==> src/rtl/ship_life_ctrl.sv <==
`default_nettype none
// ============================================================================
//  Module      : ship_life_ctrl
//  Description : Player-ship life cycle controller. Tracks lives and sequences
//                the ship through alive, explosion animation, hidden respawn
//                delay and blinking invulnerability, using one shared 8-bit
//                frame counter that is cleared on every state change.
//  Ports       : pclk             - clock, all state changes on rising edge
//                rst              - synchronous active-high reset
//                frame_tick       - one-cycle pulse per video frame
//                start_game       - one-cycle start request
//                is_ship_display  - collision detector output, 0 = ship hit
//                collision_rst    - held high outside ALIVE to park detector
//                ship_visible     - draw ship sprite
//                explosion_active - draw explosion sprite
//                explosion_frame  - explosion sprite index 0..3
//                lives            - remaining lives
//                invulnerable     - post-respawn invulnerability window
//                game_over        - no lives remain
//  Revision    : 1.0 - initial release
// ============================================================================
module ship_life_ctrl #(
  parameter int unsigned INIT_LIVES     = 3,
  parameter int unsigned EXPLODE_STEP   = 8,
  parameter int unsigned RESPAWN_FRAMES = 60,
  parameter int unsigned INVULN_FRAMES  = 120,
  parameter int unsigned BLINK_PERIOD   = 8
) (
  input  logic       pclk,
  input  logic       rst,
  input  logic       frame_tick,
  input  logic       start_game,
  input  logic       is_ship_display,
  output logic       collision_rst,
  output logic       ship_visible,
  output logic       explosion_active,
  output logic [1:0] explosion_frame,
  output logic [1:0] lives,
  output logic       invulnerable,
  output logic       game_over
);

  // Elaboration-time parameter sanity checks.
  if (4 * EXPLODE_STEP > 255 || RESPAWN_FRAMES > 255 || INVULN_FRAMES > 255) begin : g_bad_timing
    $error("ship_life_ctrl: timing parameters must fit the 8-bit frame counter");
  end
  if (INIT_LIVES < 1 || INIT_LIVES > 3) begin : g_bad_lives
    $error("ship_life_ctrl: INIT_LIVES must be 1..3");
  end
  if (EXPLODE_STEP < 1 || BLINK_PERIOD < 1) begin : g_bad_step
    $error("ship_life_ctrl: EXPLODE_STEP and BLINK_PERIOD must be at least 1");
  end

  localparam logic [1:0] c_init_lives   = 2'(INIT_LIVES);
  localparam logic [7:0] c_step1        = 8'(EXPLODE_STEP);
  localparam logic [7:0] c_step2        = 8'(2 * EXPLODE_STEP);
  localparam logic [7:0] c_step3        = 8'(3 * EXPLODE_STEP);
  localparam logic [7:0] c_explode_done = 8'(4 * EXPLODE_STEP);
  localparam logic [7:0] c_respawn_done = 8'(RESPAWN_FRAMES);
  localparam logic [7:0] c_invuln_done  = 8'(INVULN_FRAMES);

  typedef enum logic [2:0] {
    ST_IDLE         = 3'd0,
    ST_ALIVE        = 3'd1,
    ST_EXPLODE      = 3'd2,
    ST_RESPAWN_WAIT = 3'd3,
    ST_INVULN       = 3'd4,
    ST_GAME_OVER    = 3'd5
  } state_t;

  state_t     state_q, state_d;
  logic [7:0] fcnt_q, fcnt_d;
  logic [7:0] fcnt_inc;
  logic [1:0] lives_q, lives_d;

  logic       collision_rst_q, collision_rst_d;
  logic       ship_visible_q, ship_visible_d;
  logic       explosion_active_q, explosion_active_d;
  logic [1:0] explosion_frame_q, explosion_frame_d;
  logic       invulnerable_q, invulnerable_d;
  logic       game_over_q, game_over_d;

  // Next state, counter and lives.
  always_comb begin
    state_d  = state_q;
    lives_d  = lives_q;
    // Timed states never hold fcnt above their limit (all <= 255), so the
    // 8-bit increment cannot wrap where it is compared.
    fcnt_inc = fcnt_q + {7'd0, frame_tick};

    case (state_q)
      ST_IDLE, ST_GAME_OVER: begin
        if (start_game) begin
          state_d = ST_ALIVE;
          lives_d = c_init_lives;
        end
      end
      ST_ALIVE: begin
        // A hit beats a coincident frame_tick: the state change clears fcnt.
        if (!is_ship_display) begin
          state_d = ST_EXPLODE;
          if (lives_q != 2'd0) lives_d = lives_q - 2'd1;
        end
      end
      ST_EXPLODE: begin
        if (fcnt_inc >= c_explode_done)
          state_d = (lives_q == 2'd0) ? ST_GAME_OVER : ST_RESPAWN_WAIT;
      end
      ST_RESPAWN_WAIT: begin
        if (fcnt_inc >= c_respawn_done) state_d = ST_INVULN;
      end
      ST_INVULN: begin
        if (fcnt_inc >= c_invuln_done) state_d = ST_ALIVE;
      end
      default: state_d = ST_IDLE;
    endcase

    fcnt_d = (state_d != state_q) ? 8'd0 : fcnt_inc;
  end

  // Outputs are decoded from the next state so that, once registered, they
  // describe the state the FSM holds after the same edge.
  always_comb begin
    collision_rst_d    = (state_d != ST_ALIVE);
    ship_visible_d     = 1'b0;
    explosion_active_d = 1'b0;
    explosion_frame_d  = 2'd0;
    invulnerable_d     = 1'b0;
    game_over_d        = 1'b0;

    case (state_d)
      ST_ALIVE: ship_visible_d = 1'b1;
      ST_EXPLODE: begin
        explosion_active_d = 1'b1;
        // fcnt stays below 4*EXPLODE_STEP here, so thresholds give the floor.
        if (fcnt_d >= c_step3)      explosion_frame_d = 2'd3;
        else if (fcnt_d >= c_step2) explosion_frame_d = 2'd2;
        else if (fcnt_d >= c_step1) explosion_frame_d = 2'd1;
        else                        explosion_frame_d = 2'd0;
      end
      ST_INVULN: begin
        invulnerable_d = 1'b1;
        ship_visible_d = (((32'(fcnt_d) / BLINK_PERIOD) % 32'd2) == 32'd0);
      end
      ST_GAME_OVER: game_over_d = 1'b1;
      default: ;
    endcase
  end

  always_ff @(posedge pclk) begin
    if (rst) begin
      state_q            <= ST_IDLE;
      fcnt_q             <= 8'd0;
      lives_q            <= c_init_lives;
      collision_rst_q    <= 1'b1;
      ship_visible_q     <= 1'b0;
      explosion_active_q <= 1'b0;
      explosion_frame_q  <= 2'd0;
      invulnerable_q     <= 1'b0;
      game_over_q        <= 1'b0;
    end else begin
      state_q            <= state_d;
      fcnt_q             <= fcnt_d;
      lives_q            <= lives_d;
      collision_rst_q    <= collision_rst_d;
      ship_visible_q     <= ship_visible_d;
      explosion_active_q <= explosion_active_d;
      explosion_frame_q  <= explosion_frame_d;
      invulnerable_q     <= invulnerable_d;
      game_over_q        <= game_over_d;
    end
  end

  assign collision_rst    = collision_rst_q;
  assign ship_visible     = ship_visible_q;
  assign explosion_active = explosion_active_q;
  assign explosion_frame  = explosion_frame_q;
  assign lives            = lives_q;
  assign invulnerable     = invulnerable_q;
  assign game_over        = game_over_q;

endmodule
`default_nettype wire

==> config.mk <==
export PLATFORM = sky130hd
export DESIGN_NAME = ship_life_ctrl
export DESIGN_NICKNAME = d
export VERILOG_FILES = /design/src/rtl/ship_life_ctrl.sv
export SDC_FILE = /design/constraint.sdc
export NUM_CORES = 1
export LEC_CHECK = 0
export ABC_AREA = 1
export CAP_MARGIN = 15
export CORE_ASPECT_RATIO = 0.8
export CORE_MARGIN = 3
export CORE_UTILIZATION = 45
export CTS_CLUSTER_DIAMETER = 60
export DETAILED_ROUTE_END_ITERATION = 10
export PLACE_DENSITY = 0.74
export SLEW_MARGIN = 20
export SYNTH_ARGS = -nofsm -noshare
export SYNTH_HDL_FRONTEND = slang
export SYNTH_SLANG_ARGS = --single-unit
export TNS_END_PERCENT = 100
==> constraint.sdc <==
create_clock -name pclk -period 5.14 [get_ports pclk]
set_input_delay 0.514 -clock pclk [delete_from_list [all_inputs] [get_ports pclk]]
set_output_delay 0.514 -clock pclk [all_outputs]
set_load 0.01 [all_outputs]
==> impl_metrics.csv <==
group,metric,value,unit
clock_network,clk_pin_slew,0.11,ns
timing,setup-violations-final,0,
timing,grt_setup_unrepaired,"false",
floorplanning,start_util,49.9,%
worst_setup_path,worstPathRequired,5.39,ns
logic_synthesis,synthAdderAreaFrac,3.34,%
global_routing,grt_pass1_wl,3970,um
floorplanning,die_w,61.9,um
pwr,p_leak,0.579,nW
logic_synthesis,synth_mux_area_share,0,%
final_layout,layout_commonest_cell,"nand2_1",
worst_setup_path,critPathCaptureType,"flip-flop",
global_routing,grtUsageTotal,17.3,%
timing,finalMaxSlewViolations,0,
final_layout,instances_no_fill,193,
timing,period_share,48.6,%
clock_network,ctsResizeCount,0,
detailed_routing,vias,967,
clock_network,cts-root-buf,"clkbuf_4",
clock_network,cts_sinks,20,
pwr,worst_ir_drop_vdd,0.173,mV
detailed_routing,avgViaCountPerCell,5.01,
global_routing,grt_antenna_before_repair,0,
worst_setup_path,crit_type,"input pin to flip-flop",
clock_network,cts_tree,"built",
pwr,switching_share,29.0,%
final_layout,final_area,0.00134,mm2
worst_setup_path,crit_slowest_cell,"clkdlybuf4s50_1",
timing,relSlewSlack,70.9,%
logic_synthesis,synth_seq_area_share,35.6,%
floorplanning,ios,14,
clock_network,hold_buffers,0,
clock_network,htree_levels,1,
clock_network,postCtsSetupBuffers,0,
pwr,internal_power,0.000287,W
detailed_routing,antenna_left,0,
timing,finClkSkew,0.00513,ns
pwr,power.switching,0.000117,W
timing,finalHoldViolations,0,
logic_synthesis,synth_simple_gate_area_share,42.4,%
placement,io_buffers,13,
logic_synthesis,syn_area,0.00112,mm2
placement,placed_cell_area,0.00128,mm2
run,max_cap_violations,0,
global_routing,grt_pass1_vias,921,
final_layout,drive_above_1_share,20.8,%
clock_network,clk_path_buf_depth,2,
clock_network,numCtsBuffers,3,
detailed_routing,drt_wl_total,2180,um
run_status,status,"complete, no violations",
final_layout,diodes,0,
timing,fmax,400,MHz
pwr,seq_power_share,42.5,%
timing,worst_pin_slew,0.435,ns
worst_setup_path,arrival,2.75,ns
worst_hold_path,hp-class,"flip-flop to flip-flop",
worst_setup_path,critPathLaunchType,"input pin",
logic_synthesis,ys_ff_latch,20,
global_routing,grt_max_degree,13,
placement,dp_hpwl,1770,um
pwr,p_clk_share,31.9,%
detailed_routing,drt_first_pass_iters,4,
logic_synthesis,avgSynthCellArea,7.44,um2
logic_synthesis,ys_types,28,
timing,hold_slack,0.553,ns
final_layout,nets,177,
logic_synthesis,yosys_warnings,0,
worst_setup_path,cpPeakStageDelay,0.46,ns
timing,fin_crit,2.50,ns
floorplanning,fp.coreArea,0.00225,mm2
worst_setup_path,path_cells,"clkdlybuf4s50_1 > ha_1 > ha_1 > nand3_1 > o21bai_1 > nand2_2 > and2_4 > nand3_4 > nand2_4 > clkinv_1 > nand3_2 > nand2_4 > nand4_4 > nor2_2",
clock_network,insertion_delay,0.31,ns
floorplanning,rows,15,
worst_setup_path,reg2reg_depth,13,
detailed_routing,wire_per_inst,11.3,um
floorplanning,die_h,50.7,um
placement,place_congestion,0.809,
placement,dp_cells,189,
final_layout,syn2layout_area_growth,19.0,%
final_layout,final_cell_mix,"34 x nand2_1, 20 x dfxtp_1, 19 x inv_1",
global_routing,gr-total-overflow,0,
logic_synthesis,netlist_instances,151,
logic_synthesis,syn_nets,159,
timing,tns,0,ns
worst_hold_path,holdPathStages,2,
logic_synthesis,synth_compound_area_share,9.80,%
detailed_routing,route.detailed.drc,0,
pwr,power_density,302,mW/mm2
floorplanning,dieArea,0.00314,mm2
logic_synthesis,yosys.area_share.xor_xnor,0.780,%
logic_synthesis,synth_top_family_by_area,"simple AND/OR/NAND/NOR gates",
detailed_routing,drtIter0Drc,29,
pwr,pwr-share-comb,25.6,%
worst_setup_path,cp_max_fo,7,
## cells in the mapped netlist
cell type  count  area, um2
nand3_4        1       17.5
and2_4         1       8.76
nand2_1       34        128
clkinv_1       1       3.75
o2111ai_1      2       17.5
inv_1         19       71.3
a21oi_1        2       10.0
nor2_2        11       68.8
ha_1           3       37.5
o21bai_1       2       15.0
nor3_1         2       10.0
dfxtp_1       20        400
o21bai_2       1       11.3
nand2_2        5       31.3
nand3_1       11       55.1
nand4_4        1       21.3
o211ai_1       2       15.0
xnor2_1        1       8.76
a211oi_1       1       7.51
a31oi_4        1       21.3
nor2_1        16       60.1
o21ai_0        1       5.00
inv_2          4       15.0
nand3_2        3       30.0
a21boi_1       1       7.51
nand2_4        2       22.5
nand4_1        2       12.5
nor2_4         1       11.3
## worst max-delay path, delay by kind of cell
kind                       cells  cell delay (ns)
adders and majority gates      2             0.41
AOI/OAI and AO/OA              1             0.20
and+or+nand+nor                9             1.11
buffers and inverters          2             0.52
## worst paths after layout
kind                         start                    end  slack (ns)
min reg2reg  lives[1]$_SDFFE_PP1P_  lives[1]$_SDFFE_PP1P_        0.55
min          lives[1]$_SDFFE_PP1P_  lives[1]$_SDFFE_PP1P_        0.55
max reg2reg   fcnt_q[0]$_SDFF_PP0_   fcnt_q[4]$_SDFF_PP0_        2.99
max                     frame_tick   fcnt_q[4]$_SDFF_PP0_        2.64
## per-stage QoR
| step | utilization [%] | worst slack (ns) | power [W] |
|---|---|---|---|
| 3_5_place_dp | 57.1 | 2.32 | 0.000279 |
| 4_1_cts | 59.4 | 2.63 | 0.000410 |
| 5_1_grt | 59.4 | 2.46 | 0.000428 |
| 2_1_floorplan | - | 3.04 | 0.000248 |
| 3_3_place_gp | 57.1 | 2.39 | 0.000275 |
| 6_report | 59.4 | 2.64 | 0.000404 |
## cell type report
type                            instances  area, um2
Fill cell                             212        915
Clock buffer                            3       22.5
Clock inverter                          1       30.0
Inverter                               24       90.1
Multi-Input combinational cell        107        633
Timing Repair Buffer                   13        130
Sequential cell                        20        400
Tap cell                               25       31.3
## layer usage
metal	part of all wire, %	up-vias	global-route usage [%]
met1	48	417	24.0
met5	0	-	0
met2	43	27	25.3
li1	-	519	-
met3	7.3	4	4.63
met4	1.6	0	6.36
## power groups by stage
stage	registers [W]	clock network (W)	logic, W
after detailed placement	0.000175	0	0.000104
after global placement	0.000175	0	0.000101
final	0.000172	0.000129	0.000104
after floorplan	0.000178	0	0.0000694
after CTS	0.000172	0.000134	0.000105
after global routing	0.000173	0.000138	0.000116
## state kept, by name (all words and copies together) (netlist names)
name              count
collision_rst         1
explosion_active      1
explosion_frame       2
fcnt_q                8
game_over             1
invulnerable          1
lives                 2
ship_visible          1
state_q               3
## cells by family after synthesis
family                     count (synthesis)
adders and majority gates                  3
DFF                                       20
xor gates and xnor gates                   1
AOI/OAI and AO/OA                         13
buffers and inverters                     24
and+or+nand+nor                           90
(Power assumes the default switching activity.)
